==> config.mk <==
export PLATFORM = sky130hd
export DESIGN_NAME = scalar_ex_mem_reg
export DESIGN_NICKNAME = d
export VERILOG_FILES = /design/src/rtl/scalar_pkg.sv /design/src/rtl/scalar_ex_mem_reg.sv
export SDC_FILE = /design/constraint.sdc
export NUM_CORES = 1
export LEC_CHECK = 0
export ABC_AREA = 1
export CORE_ASPECT_RATIO = 0.6
export CORE_MARGIN = 2
export CORE_UTILIZATION = 45
export DETAILED_ROUTE_END_ITERATION = 7
export HOLD_SLACK_MARGIN = 0.08
export PLACE_DENSITY = 0.74
export SETUP_SLACK_MARGIN = 0.02
export SLEW_MARGIN = 25
export SYNTH_ARGS = -nofsm -noshare
export SYNTH_HDL_FRONTEND = slang
export SYNTH_SLANG_ARGS = --single-unit
==> constraint.sdc <==
create_clock -name clk -period 1.98 [get_ports clk]
set_input_delay 0.396 -clock clk [delete_from_list [all_inputs] [get_ports clk]]
set_output_delay 0.396 -clock clk [all_outputs]
set_load 0.02 [all_outputs]
==> src/rtl/scalar_pkg.sv <==
// Shared types and default widths for the scalar core datapath.
`timescale 1ns/1ps
package scalar_pkg;

  // Default datapath and register-address widths, shared with the ALU.
  localparam int SCALAR_WIDTH      = 16;
  localparam int SCALAR_REG_ADDR_W = 4;

  // Occupancy of the two-entry EX/MEM skid buffer.
  typedef enum logic [1:0] {
    EMPTY = 2'd0,
    ONE   = 2'd1,
    FULL  = 2'd2
  } buf_state_t;

  // One buffered instruction travelling from execute to memory.
  typedef struct packed {
    logic [SCALAR_WIDTH-1:0]      result;
    logic [SCALAR_REG_ADDR_W-1:0] rd;
    logic                         reg_we;
    logic                         mem_we;
    logic                         mem_re;
    logic [SCALAR_WIDTH-1:0]      store_data;
  } ex_mem_entry_t;

endpackage

==> src/rtl/scalar_ex_mem_reg.sv <==
// EX/MEM pipeline register: 2-entry skid buffer with valid/ready handshake,
// architectural Z/N flag register and youngest-first operand forwarding.
// The entry struct is sized by the package widths, so WIDTH/REG_ADDR_W
// must stay equal to the package defaults.
`timescale 1ns/1ps
module scalar_ex_mem_reg
  import scalar_pkg::*;
#(
  parameter int WIDTH      = SCALAR_WIDTH,
  parameter int REG_ADDR_W = SCALAR_REG_ADDR_W
) (
  input  logic                  clk,
  input  logic                  rst_n,
  input  logic                  in_valid,
  output logic                  in_ready,
  input  logic [WIDTH-1:0]      in_result,
  input  logic                  in_flag_z,
  input  logic                  in_flag_n,
  input  logic                  in_set_flags,
  input  logic [REG_ADDR_W-1:0] in_rd,
  input  logic                  in_reg_we,
  input  logic                  in_mem_we,
  input  logic                  in_mem_re,
  input  logic [WIDTH-1:0]      in_store_data,
  input  logic                  flush,
  output logic                  out_valid,
  input  logic                  out_ready,
  output logic [WIDTH-1:0]      out_result,
  output logic [REG_ADDR_W-1:0] out_rd,
  output logic                  out_reg_we,
  output logic                  out_mem_we,
  output logic                  out_mem_re,
  output logic [WIDTH-1:0]      out_store_data,
  output logic                  flag_z,
  output logic                  flag_n,
  input  logic [REG_ADDR_W-1:0] fwd_addr,
  output logic                  fwd_hit,
  output logic [WIDTH-1:0]      fwd_data,
  output logic                  fwd_load_hazard
);

  buf_state_t    state_r;
  ex_mem_entry_t head_r;
  ex_mem_entry_t tail_r;
  logic          flag_z_r;
  logic          flag_n_r;

  ex_mem_entry_t in_entry_s;
  logic          accept_s;
  logic          drain_s;
  logic          head_valid_s;
  logic          tail_valid_s;

  // Handshake is a pure decode of registered state, so in_ready never
  // depends combinationally on out_ready.
  assign in_ready     = (state_r != FULL);
  assign out_valid    = (state_r != EMPTY);
  assign head_valid_s = (state_r != EMPTY);
  assign tail_valid_s = (state_r == FULL);

  // Head entry registers drive the memory stage directly; they are kept
  // at zero whenever the buffer is empty.
  assign out_result     = head_r.result;
  assign out_rd         = head_r.rd;
  assign out_reg_we     = head_r.reg_we;
  assign out_mem_we     = head_r.mem_we;
  assign out_mem_re     = head_r.mem_re;
  assign out_store_data = head_r.store_data;
  assign flag_z         = flag_z_r;
  assign flag_n         = flag_n_r;

  // Pack the incoming instruction and qualify the two transfers.
  always_comb begin
    in_entry_s            = '0;
    in_entry_s.result     = in_result;
    in_entry_s.rd         = in_rd;
    in_entry_s.reg_we     = in_reg_we;
    in_entry_s.mem_we     = in_mem_we;
    in_entry_s.mem_re     = in_mem_re;
    in_entry_s.store_data = in_store_data;
    accept_s              = in_valid && in_ready;
    drain_s               = out_valid && out_ready;
  end

  // Buffer FSM, entry registers and flag register; flush beats any transfer.
  always_ff @(posedge clk) begin
    if (!rst_n) begin
      state_r  <= EMPTY;
      head_r   <= '0;
      tail_r   <= '0;
      flag_z_r <= 1'b0;
      flag_n_r <= 1'b0;
    end else if (flush) begin
      // Flags keep their value: flush only discards in-flight entries.
      state_r <= EMPTY;
      head_r  <= '0;
      tail_r  <= '0;
    end else begin
      if (accept_s && in_set_flags) begin
        flag_z_r <= in_flag_z;
        flag_n_r <= in_flag_n;
      end
      case (state_r)
        EMPTY: begin
          if (accept_s) begin
            head_r  <= in_entry_s;
            state_r <= ONE;
          end
        end
        ONE: begin
          if (accept_s && !drain_s) begin
            tail_r  <= in_entry_s;
            state_r <= FULL;
          end else if (drain_s && !accept_s) begin
            head_r  <= '0;
            state_r <= EMPTY;
          end else if (accept_s && drain_s) begin
            head_r  <= in_entry_s;
          end
        end
        FULL: begin
          if (drain_s) begin
            head_r  <= tail_r;
            tail_r  <= '0;
            state_r <= ONE;
          end
        end
        default: begin
          state_r <= EMPTY;
          head_r  <= '0;
          tail_r  <= '0;
        end
      endcase
    end
  end

  // Forwarding lookup: tail is younger than head, so it is checked first;
  // a matching load cannot forward yet and raises the load-use hazard.
  always_comb begin
    fwd_hit         = 1'b0;
    fwd_data        = '0;
    fwd_load_hazard = 1'b0;
    if (tail_valid_s && tail_r.reg_we && (tail_r.rd == fwd_addr)) begin
      if (tail_r.mem_re) begin
        fwd_load_hazard = 1'b1;
      end else begin
        fwd_hit  = 1'b1;
        fwd_data = tail_r.result;
      end
    end else if (head_valid_s && head_r.reg_we && (head_r.rd == fwd_addr)) begin
      if (head_r.mem_re) begin
        fwd_load_hazard = 1'b1;
      end else begin
        fwd_hit  = 1'b1;
        fwd_data = head_r.result;
      end
    end else begin
      fwd_hit         = 1'b0;
      fwd_data        = '0;
      fwd_load_hazard = 1'b0;
    end
  end

endmodule

==> run metrics, run 1 <==
status=complete, but fails checks; failing checks=setup timing; Max FO, Critical Path=7; max frequency=roughly 470 MHz; maximum vdd drop=0.467 mV; Post-Synth XOR/XNOR Area=less than 1%; Die Y=81.4 um; Lkg Pwr=3.10 nW; commonest non-fill, non-tap cell in the layout=nor2_1; DRT antenna net count=0; Nets=944; Max Cap Viol=0; initial DRC count=449; syn_nets=just over 800; YS warnings=0; Slew headroom=78.9%; most frequent cells in the layout=nor2_1, nand2_1, clkdlybuf4s50_1; CTS HTree Levels=3; largest net degree at the start of global routing=53; CP arrival=1.75 ns; Synth Register Bits=82; skew final=roughly 0.0045 ns; via count=roughly 5200; post-synth cell types=26; routability congestion estimate=between 0.8 and 0.9; Max Transition Viols Final=0; Synth Area per Inst=about 6 um2; Synth Area in Compound Gates=between 10% and 20%; diodes inserted=0; final core utilization=a little under three quarters; Initial DRT Pass Iterations=6; Clock Latency Late Sink=roughly 0.34 ns; Pwr per Cell Area=roughly 600 mW/mm2; DRC Markers=0; post-synthesis simple-gate area fraction=between 40% and 50%; Fin. Hold Viols=0; Multi-input gate area=0.00258 mm2; I/O Pins=roughly 110; filler instances=between 700 and 800; Syn-to-layout area delta=54.2%; Post-Syn Instances=755; final wirelength=14600 um; core area=slightly below 0.01 mm2; Clk pin slew, worst setup/hold paths=0.06 ns; combinational family with the most area after synthesis=simple AND/OR/NAND/NOR gates; CTS root buf=clkbuf_16; Routed WL per cell=14.2 um; Critical Path Source Type=register; Setup Viol. Count Final=18; initial antenna violation count=0; Worst Hold Launch=flag_n; GRT overflow=0; share of cells above drive strength 1=~18%; PnR worst setup slack=-0.164 ns; post-synthesis mux area share=0%; Post-Synth Adder-Cell Area=less than 1%; GRT Overall Usage=between 20% and 30%; Die X=roughly 130 um; CTS tree=done; Initial Util=a little under half; worst r2r src=state_r[1]; number of buffers added on ports=between 100 and 150; CP required=between 1.5 and 2 ns; crit path kind=register to output pin; period utilization=108%; Placement Cell Area=roughly 0.0060 mm2; measured slew at the worst slew-check pin=~0.32 ns; vias in the first global route=4623; worst setup path start=state_r[0]; Die Outline Area=0.0108 mm2; Syn Std Cell Area=roughly 0.0045 mm2; clk sink count=82; DR vias/cell=5.09; num rows=28; CTS Buffer Depth=2; register area=about 0.0017 mm2; design area=slightly below 0.007 mm2; Num CTS Buffers=9; first-pass GRT wire length=between 20000 and 25000 um; DP HPWL=just under 9000 um; hold buffers post-CTS=0; Min-Delay Path Class=register to register; RSZ-0062 raised after global routing=true; flop2flop setup slack=0.07 ns; min cycle time layout=around 2.1 ns; register area share after synthesis=approximately 37%; Worst setup EP type=output pin
flip-flops by register name, summed over array words and instances, names as in the netlist:
register        cells
flag_n              1
out_mem_re          1
flag_z              1
out_rd              4
tail_r             39
out_store_data     16
out_reg_we          1
out_result         16
out_mem_we          1
state_r             2
power by group:
group | switching (mW) | total [mW] | internal, mW | leakage (nW)
sequential | 0.0421 | 1.75 | 1.71 | 0.669
combinational | 0.437 | 0.824 | 0.387 | 2.28
clock | 0.656 | 1.70 | 1.05 | 0.147
synthesized netlist by cell type:
cell type / count / area, um2
clkbuf_1: 20 / 75.1
nor2_1: 210 / 788
o21ai_0: 79 / 395
nand2_2: 5 / 31.3
xor2_1: 1 / 8.76
a211oi_1: 1 / 7.51
inv_2: 2 / 7.51
nor2_4: 3 / 33.8
nand2_4: 1 / 11.3
buf_4: 4 / 30.0
ha_1: 2 / 25.0
nand2_1: 190 / 713
a21oi_1: 8 / 40.0
clkinv_1: 1 / 3.75
buf_1: 1 / 3.75
nand3_1: 20 / 100
nand4_1: 18 / 113
buf_6: 2 / 22.5
xnor2_1: 2 / 17.5
clkbuf_2: 1 / 5.00
buf_2: 19 / 95.1
inv_1: 76 / 285
nor2_2: 2 / 12.5
dfxtp_1: 82 / 1640
o21ai_1: 4 / 20.0
o22ai_1: 1 / 6.26
critical path, cell delays in order (launching register included):
cell and delay, ns:
dfxtp_4 0.36, inv_4 0.06, nand2_4 0.06, nor2_4 0.11
nand2_2 0.08, nor2_4 0.16, nand2_4 0.12, clkbuf_16 0.20
nand3_2 0.08, nand2_2 0.05, buf_6 0.13
cell type report:
| class | count | area share [%] |
|---|---|---|
| Multi-Input combinational cell | 547 | 37.3 |
| Timing Repair Buffer | 172 | 27.8 |
| Sequential cell | 82 | 23.8 |
| Inverter | 79 | 4.35 |
| Clock buffer | 14 | 3.81 |
| Tap cell | 135 | 2.44 |
| Clock inverter | 2 | 0.506 |
kinds of logic (layout without fill, tap and decap cells):
kind of cell,Yosys count,count (layout)
and+or+nand+nor,449,449
DFF,82,82
AOI/OAI and AO/OA,93,93
adders and majority gates,2,2
xor gates and xnor gates,3,3
buffers and inverters,126,267
timing repair:
item,in CTS,in global routing
pin swaps,8,34
endpoints found under the setup margin,98,98
buffers inserted,7,4
cloned,1,6
gates resized for setup,114,105
routing by layer:
metal | global-route usage (%) | vias to the layer above | wire, um
met5 | 0 | - | 0
met4 | 7.63 | 0 | 206
met3 | 5.93 | 22 | 1350
met2 | 41.3 | 268 | 6720
met1 | 31.6 | 2367 | 6310
li1 | - | 2590 | -
worst paths after layout:
| check | endpoint | cells past startpoint |
|---|---|---|
| worst min register to register | flag_n | 2 |
| worst max register to register | tail_r[10] | 12 |
| worst min-delay path | flag_n | 2 |
| worst max-delay path | fwd_data[12] | 10 |
metrics by stage:
stage | setup WS (ns) | TNS, ns | instances | total power [mW] | hold slack (ns)
after floorplan | 0.156 | 0 | 755 | 2.19 | 0.450
after detailed placement | -0.810 | -38.11 | 999 | 2.53 | 0.449
final | -0.164 | -2.51 | 1031 | 4.28 | 0.457
after CTS | -0.144 | -5.96 | 1023 | 4.22 | 0.462
after global routing | -0.220 | -4.17 | 1031 | 4.46 | 0.483
after global placement | -0.755 | -32.06 | 999 | 2.51 | 0.435
(Power assumes the default switching activity.)
==> run 2: changes to the inputs <==
--- a/config.mk
+++ b/config.mk
@@ -5,13 +5,13 @@
 export SDC_FILE = /design/constraint.sdc
 export NUM_CORES = 1
 export LEC_CHECK = 0
-export ABC_AREA = 1
 export CORE_ASPECT_RATIO = 0.6
 export CORE_MARGIN = 2
 export CORE_UTILIZATION = 45
+export CTS_BUF_LIST = sky130_fd_sc_hd__clkbuf_2 sky130_fd_sc_hd__clkbuf_4 sky130_fd_sc_hd__clkbuf_8
 export DETAILED_ROUTE_END_ITERATION = 7
 export HOLD_SLACK_MARGIN = 0.08
-export PLACE_DENSITY = 0.74
+export PLACE_DENSITY = 0.77
 export SETUP_SLACK_MARGIN = 0.02
 export SLEW_MARGIN = 25
 export SYNTH_ARGS = -nofsm -noshare
==> run metrics, run 2 <==
status=complete, but fails checks; failing checks=setup timing; Most used DFF post-synth=dfxtp_1; routability congestion estimate=roughly 0.86; CP Buf/Inv Count=3; num rows=25; Die Y=approximately 75 um; CP arrival=approximately 1.9 ns; worst reg2reg endpoint=out_store_data[2]; DR vias/cell=slightly above 6; Max FO, Critical Path=18; crit path kind=register to output pin; DP HPWL=~8500 um; setup tns final=-4.97 ns; I/O Pins=112; max FFs per register=39; Worst setup EP type=output pin; measured slew at the worst slew-check pin=between 0.3 and 0.4 ns; RSZ-0062 raised after global routing=true; skew final=between 0.01 and 0.015 ns; most frequent cells in the layout=clkdlybuf4s50_1, dfxtp_1, nand2_1; Max Cap Viol=0; top-area cell type share of the netlist area=43.8%; core area=about 0.008 mm2; CTS tree=done; period utilization=116%; initial antenna violation count=0; CP required=around 1.6 ns; Critical Path, Cell by Cell=buf_4 -> or2_4 -> o2111a_1 -> buf_12 -> nand4_1 -> mux2i_4 -> buf_6; clk sink count=a little over 80; PnR worst setup slack=-0.309 ns; post-synth cell types=33; flop2flop setup slack=-0.01 ns; commonest non-fill, non-tap cell in the layout=clkdlybuf4s50_1; Max Transition Viols Final=0; worst r2r src=state_r[0]; Post-synth EDFFs=0; Post-Syn Instances=between 400 and 500; Setup Viol. Count Final=21; Synth area leader=dfxtp_1; FFs w/ async S/R, synth=0%; GRT Overall Usage=between 20% and 30%; Synth area leaders=dfxtp_1, o2bb2ai_1, a22oi_1, nand2_1, a21oi_1; CTS Buffer Depth=2; Fin. Hold Viols=0; Syn-to-layout area delta=60.8%; Lkg Pwr=between 2 and 2.5 nW; largest net degree at the start of global routing=40; final wirelength=roughly 14000 um; Pwr per Cell Area=about 580 mW/mm2; Post-Synth XOR/XNOR Area=1.64%; Commonest cells post-synth=dfxtp_1, nand2_1, a21oi_1, nand3_1, o2bb2ai_1; vias in the first global route=approximately 3700; via count=4088; CTS root buf=clkbuf_8; first-pass GRT wire length=approximately 20000 um; Synth Area per Inst=about 9 um2; GRT overflow=0; Critical Path Source Type=register; Nets=roughly 610; Initial DRT Pass Iterations=5; top-count cell post-synth=dfxtp_1; Reg2Reg Depth=11; YS warnings=0; Synth Register Bits=82; syn_nets=approximately 480; share of cells above drive strength 1=approximately a quarter; Crit path depth=7; Initial Util=between 40 and 50%; Post-Synth Adder-Cell Area=less than 1%; Slowest Stage Delay on Critical Path=~0.34 ns; worst setup path start=state_r[0]; Syn Std Cell Area=about 0.0037 mm2; Hold Path Stages=2; hold buffers post-CTS=0; Worst setup endpoint=fwd_data[9]; Biggest register=tail_r; register area share after synthesis=a little over two fifths; Min-Delay Path Class=register to register; Clock Latency Late Sink=0.37 ns; Crit-path slowest cell=dfxtp_2; maximum vdd drop=0.521 mV; min cycle time layout=~2.3 ns; post-synthesis simple-gate area fraction=roughly 18%; Die X=122 um; DRC Markers=0; CP top delay family=buffers and inverters; Slew headroom=about four fifths; Routed WL per cell=about 22 um; design area=approximately 0.0060 mm2; Num CTS Buffers=9; combinational family with the most area after synthesis=compound AO/OA/AOI/OAI gates; number of buffers added on ports=between 100 and 150; max frequency=~440 MHz; Die Outline Area=around 0.0091 mm2; DRT antenna net count=0; Clk pin slew, worst setup/hold paths=0.09 ns; initial DRC count=between 400 and 500; post-synthesis mux area share=5.61%; Synth Area in Compound Gates=about a quarter; diodes inserted=0; CTS HTree Levels=3; Placement Cell Area=about 0.0053 mm2
run 2: area by class of cell:
class / count / area [um2]
fill: 559 / 1950
timing repair buffer: 168 / 1820
clock buffer: 11 / 139
multi-input combinational: 292 / 2210
clock inverter: 4 / 53.8
inverter: 7 / 26.3
sequential: 82 / 1650
tap: 108 / 135
run 2: cells by family after synthesis:
group,after synthesis
and+or+nand+nor,137
buffers and inverters,49
adders and majority gates,2
AOI/OAI and AO/OA,125
xor gates and xnor gates,7
muxes,21
DFF,82
run 2: what timing repair did:
item                                    in CTS  in global routing
pin swaps                                    7                 10
setup buffers                                5                  0
resized for setup                          126                 38
endpoints found under the setup margin      60                 65
gates cloned                                 4                  6
run 2: per-stage QoR:
| stage | worst slack (ns) | hold slack [ns] | instances | total power, mW | util, % |
|---|---|---|---|---|---|
| 3_3_place_gp | -0.942 | 0.438 | 644 | 2.21 | 67.1 |
| 2_1_floorplan | -0.0135 | 0.432 | 423 | 1.94 | - |
| 3_5_place_dp | -1.02 | 0.445 | 644 | 2.22 | 67.1 |
| 4_1_cts | -0.385 | 0.457 | 668 | 3.45 | 72.0 |
| 6_report | -0.309 | 0.461 | 672 | 3.51 | 75.5 |
| 5_1_grt | -0.359 | 0.475 | 672 | 3.61 | 75.5 |
run 2: how the worst min path moves through the flow:
| stage | from | to | slack, ns |
|---|---|---|---|
| 3_3_place_gp | tail_r[5] | tail_r[5] | 0.44 |
| 2_1_floorplan | tail_r[18] | tail_r[18] | 0.43 |
| 6_report | tail_r[12] | tail_r[12] | 0.46 |
| 5_1_grt | tail_r[18] | tail_r[18] | 0.48 |
| 3_5_place_dp | tail_r[18] | tail_r[18] | 0.45 |
| 4_1_cts | tail_r[18] | tail_r[18] | 0.46 |
run 2: per-layer routing:
metal	GRT usage, %	vias up	share of wire (%)
met3	8.79	32	10
met4	8.68	0	2.4
li1	-	1834	-
met1	40.7	1955	42
met2	45.1	267	45
met5	0	-	0
run 2: report_power, final:
part,switching (mW),total [mW],internal (mW)
combinational,0.285,0.569,0.284
clock,0.627,1.23,0.606
sequential,0.0289,1.71,1.68
run 2: worst min-delay path: cells and delay by family, from the launching register on:
| kind | cells | cell delay, ns |
|---|---|---|
| flops | 1 | 0.32 |
| simple gates | 1 | 0.05 |
| compound gates | 1 | 0.05 |
==> variant 1, RTL diff (settings of run 1) <==
Make the reset (`rst_n`) asynchronous in one clocked block.
--- a/src/rtl/scalar_ex_mem_reg.sv
+++ b/src/rtl/scalar_ex_mem_reg.sv
@@ -84,5 +84,5 @@
 
   // Buffer FSM, entry registers and flag register; flush beats any transfer.
-  always_ff @(posedge clk) begin
+  always_ff @(posedge clk or negedge rst_n) begin
     if (!rst_n) begin
       state_r  <= EMPTY;
Check against the original RTL: differs if rst_n is asserted again (counterexample within 4 cycles, from zero or initial values and one cycle with rst_n low); with rst_n held inactive, the same outputs for 4 cycles.
==> variant 1 against run 1 <==
The run still ends with setup timing left; register-to-register slack better by 0.04 ns; power up 25%; synthesized area down 2.3%; routed wire length down 1.7%; setup slack worse by 0.015 ns; critical path type unchanged; die area down 2.2%; largest power group unchanged; design area down 8.3%; sequential cell count unchanged.
==> variant 1: results (changes against run 1) <==
qor: status.outcome complete, but fails checks [unchanged]
qor: status.violations setup timing [unchanged]
qor: worst_setup_path.critical_path.endpoint fwd_data[10] [was fwd_data[12]]
qor: global_routing.gr_met2_demand_resource 0.443 [was 0.413]
qor: placed_design.worst_setup_slack_after_placement -0.844 ns [was -0.810 ns]
qor: global_routing.grt_first_pass_wirelength 22900 um [was 21400 um]
qor: pwr.power.static_leakage 3.05 nW [was 3.10 nW]
qor: route.routedWlPerCell 16.2 um [was 14.2 um]
qor: timing.final_ws_setup -0.178 ns [was -0.164 ns]
qor: worst_setup_path.r2r_slack 0.11 ns [was 0.07 ns]
qor: global_routing.gr-usage-met3 0.0909 [was 0.0593]
qor: yosys.mappedNetlistNets 669 [was 808]
qor: yosys.yosys-top-cells-count 303 x nand2_1, 82 x dfrtp_1, 59 x nand3_1, 43 x o21ai_0, 25 x o21ai_1 [was 210 x nor2_1, 190 x nand2_1, 82 x dfxtp_1, 79 x o21ai_0, 76 x inv_1]
qor: cells_and_area.num-clock-buffers 11 [was 14]
qor: timing.count_of_final_setup_violators 18 [unchanged]
qor: cells_and_area.area.share.sequential 0.323 [was 0.238]
qor: worst_setup_path.rr_startpoint state_r[1] [unchanged]
qor: worst_setup_path.number_of_cells_on_the_worst_reg_to_reg_path 6 [was 12]
qor: global_routing.grt_start_max_net_pins 41 [was 53]
qor: timing.finClkSkew 0.00692 ns [was 0.00446 ns]
qor: cells_and_area.number_of_non_clock_buffers 159 [was 172]
qor: yosys.synth-main-ff-cell dfrtp_1 [was dfxtp_1]
qor: cells_and_area.fraction_of_area_in_clock_buffers_and_inverters 0.0481 [was 0.0432]
qor: global_routing.first_global_vias 4453 [was 4623]
qor: placed_design.post-place-cells 859 [was 999]
-- variant 1: cell count changes in the layout (fill, tap and decap cells not counted), sizes merged, moves of 8 or more --
cell    delta
nand2    +112
nand3     +39
a21oi      -8
dfrtp     +82
inv       -53
clkbuf     -9
nor2     -201
dfxtp     -82
o21ai     -12
-- variant 1: layer usage --
layer  routed length (um)  up-vias  share of wire
met2                 6570      258           0.46
met5                    0        -              0
met4                  163        0          0.011
met1                 6160     2261           0.43
met3                 1460       17           0.10
li1                     -     2245              -
-- variant 1: repair_timing --
action                                 in CTS  in global routing
endpoints found under the hold margin      36                  0
setup endpoints to repair                  59                 57
pin swaps                                  10                  7
setup buffers                               4                  6
cloned                                      2                  0
gates resized for setup                   149                 13
hold buffers                                1                  0
-- variant 1: cell families after synthesis --
group / synth area share
compound gates: 0.0884
xor+xnor: 0.00200
simple gates: 0.375
flops: 0.468
buf+inv: 0.0670
==> variant 2, RTL diff (settings of run 1) <==
Made on the original files. Change the package constant `SCALAR_WIDTH` from 16 to 18.
--- a/src/rtl/scalar_pkg.sv
+++ b/src/rtl/scalar_pkg.sv
@@ -4,5 +4,5 @@
 
   // Default datapath and register-address widths, shared with the ALU.
-  localparam int SCALAR_WIDTH      = 16;
+  localparam int SCALAR_WIDTH      = 18;
   localparam int SCALAR_REG_ADDR_W = 4;
 
Ports: changed (5 resized); port bits go from 112 to 122. No check against the original RTL was run, so the function may have changed too.
==> variant 2 against run 1 <==
The flow still finishes with violations (setup timing); synthesized area up 6.5%; sequential cell count increased by 8; design area is 9.4% higher; sequential share of layout area is 0.11 points higher; routed wire length up 23%; register-to-register slack got worse by 0.18 ns; power increased by 10%; first-iteration DRC count up 43%; sequential power is 9% higher; non-clock buffer count increased by 21; synthesized cell count up 6.4%; setup slack worse by 0.023 ns; clock skew shrank 0.0019 ns; highest routed layer unchanged.
==> variant 2: results (changes against run 1) <==
qor: route.detailedRoute.firstIterationViolations 641 [was 449]
qor: status.outcome complete, but fails checks [unchanged]
qor: worst_setup_path.crit_arrival 1.77 ns [was 1.75 ns]
qor: status.violations setup timing [unchanged]
qor: global_routing.grt_use_total 0.270 [was 0.246]
qor: timing.finClkSkew 0.00254 ns [was 0.00446 ns]
qor: timing.count_of_final_setup_violators 90 [was 18]
qor: timing.hold_worst_slack 0.456 ns [was 0.457 ns]
qor: worst_setup_path.cp_max_fo 6 [was 7]
qor: placed_design.port_buffers 121 [was 111]
qor: pwr.ir_drop 0.527 mV [was 0.467 mV]
qor: pwr.power.static_leakage 3.34 nW [was 3.10 nW]
qor: pwr.p_sw_frac 0.267 [was 0.265]
qor: worst_setup_path.r2r_slack -0.11 ns [was 0.07 ns]
qor: placed_design.post_dp_cell_area 6410 um^2 [was 6030 um^2]
qor: pwr.power.combinational.fraction 0.207 [was 0.193]
qor: route.routed_via_density 5.44 [was 5.09]
qor: worst_setup_path.number_of_cells_on_the_worst_reg_to_reg_path 8 [was 12]
qor: yosys.synth_compound_area_frac 0.0619 [was 0.104]
qor: worst_setup_path.critical_path.endpoint fwd_hit [was fwd_data[12]]
qor: global_routing.first_global_vias 5183 [was 4623]
qor: yosys.yosys-top-cells-count 310 x nand2_1, 117 x nand3_1, 114 x nor2_1, 90 x dfxtp_1, 48 x inv_1 [was 210 x nor2_1, 190 x nand2_1, 82 x dfxtp_1, 79 x o21ai_0, 76 x inv_1]
qor: yosys.synth_fa_ha_area_frac 0.00523 [was 0.00557]
qor: cells_and_area.design.final.nets 1010 [was 944]
qor: timing.final_ws_setup -0.186 ns [was -0.164 ns]
qor: cells_and_area.filler_cell_count 806 [was 772]
qor: cts.post_cts_resized 146 [was 114]
qor: timing.worst-slew-pin-transition 0.512 ns [was 0.316 ns]
-- variant 2: cell types whose count changed in the layout (fill, tap and decap cells not counted), sizes merged, moves of 13 or more --
| cell | delta |
|---|---|
| buf | +13 |
| nor2 | -98 |
| nand4 | -18 |
| a21oi | +39 |
| nand3 | +97 |
| inv | -26 |
| nand2 | +114 |
| o21ai | -73 |
-- variant 2: worst register-to-register path: stages (launching register included) --
cell and delay, ns:
dfxtp_4 0.37, buf_4 0.43, inv_2 0.28, o21ai_1 0.18
nand2_2 0.14, inv_2 0.15, buf_12 0.18, nand3_1 0.10
a21oi_1 0.19
-- variant 2: kinds of logic after synthesis --
group,after synthesis
compound gates,58
buf+inv,107
fa+ha+maj,2
simple gates,544
xor+xnor,2
flops,90
-- variant 2: how the worst min path moves through the flow --
stage,start,cells past startpoint,to
floorplan,tail_r[20],2,tail_r[20]
global placement,flag_n,2,flag_n
detailed placement,flag_n,2,flag_n
CTS,flag_n,2,flag_n
global route,flag_n,2,flag_n
finish,flag_n,2,flag_n
-- variant 2: through the flow --
| step | power [mW] | std cells |
|---|---|---|
| final | 4.71 | 1095 |
| after global routing | 4.88 | 1095 |
| after CTS | 4.50 | 1078 |
| after detailed placement | 2.67 | 1054 |
| after global placement | 2.66 | 1054 |
| after floorplan | 2.32 | 803 |
-- variant 2: final cells by class --
class	instances	area, um^2	share of cell area
multi-input combinational	606	2910	0.384
clock inverter	3	65.1	0.00858
tap	139	174	0.0229
sequential	90	1820	0.239
inverter	53	199	0.0262
timing repair buffer	193	2170	0.286
clock buffer	11	243	0.0320
-- variant 2: metal layers --
layer  GRT usage  vias to the layer above
li1            -                     2808
met5           0                        -
met2       0.427                      349
met1       0.365                     2762
met4      0.0712                        0
met3      0.0686                       42
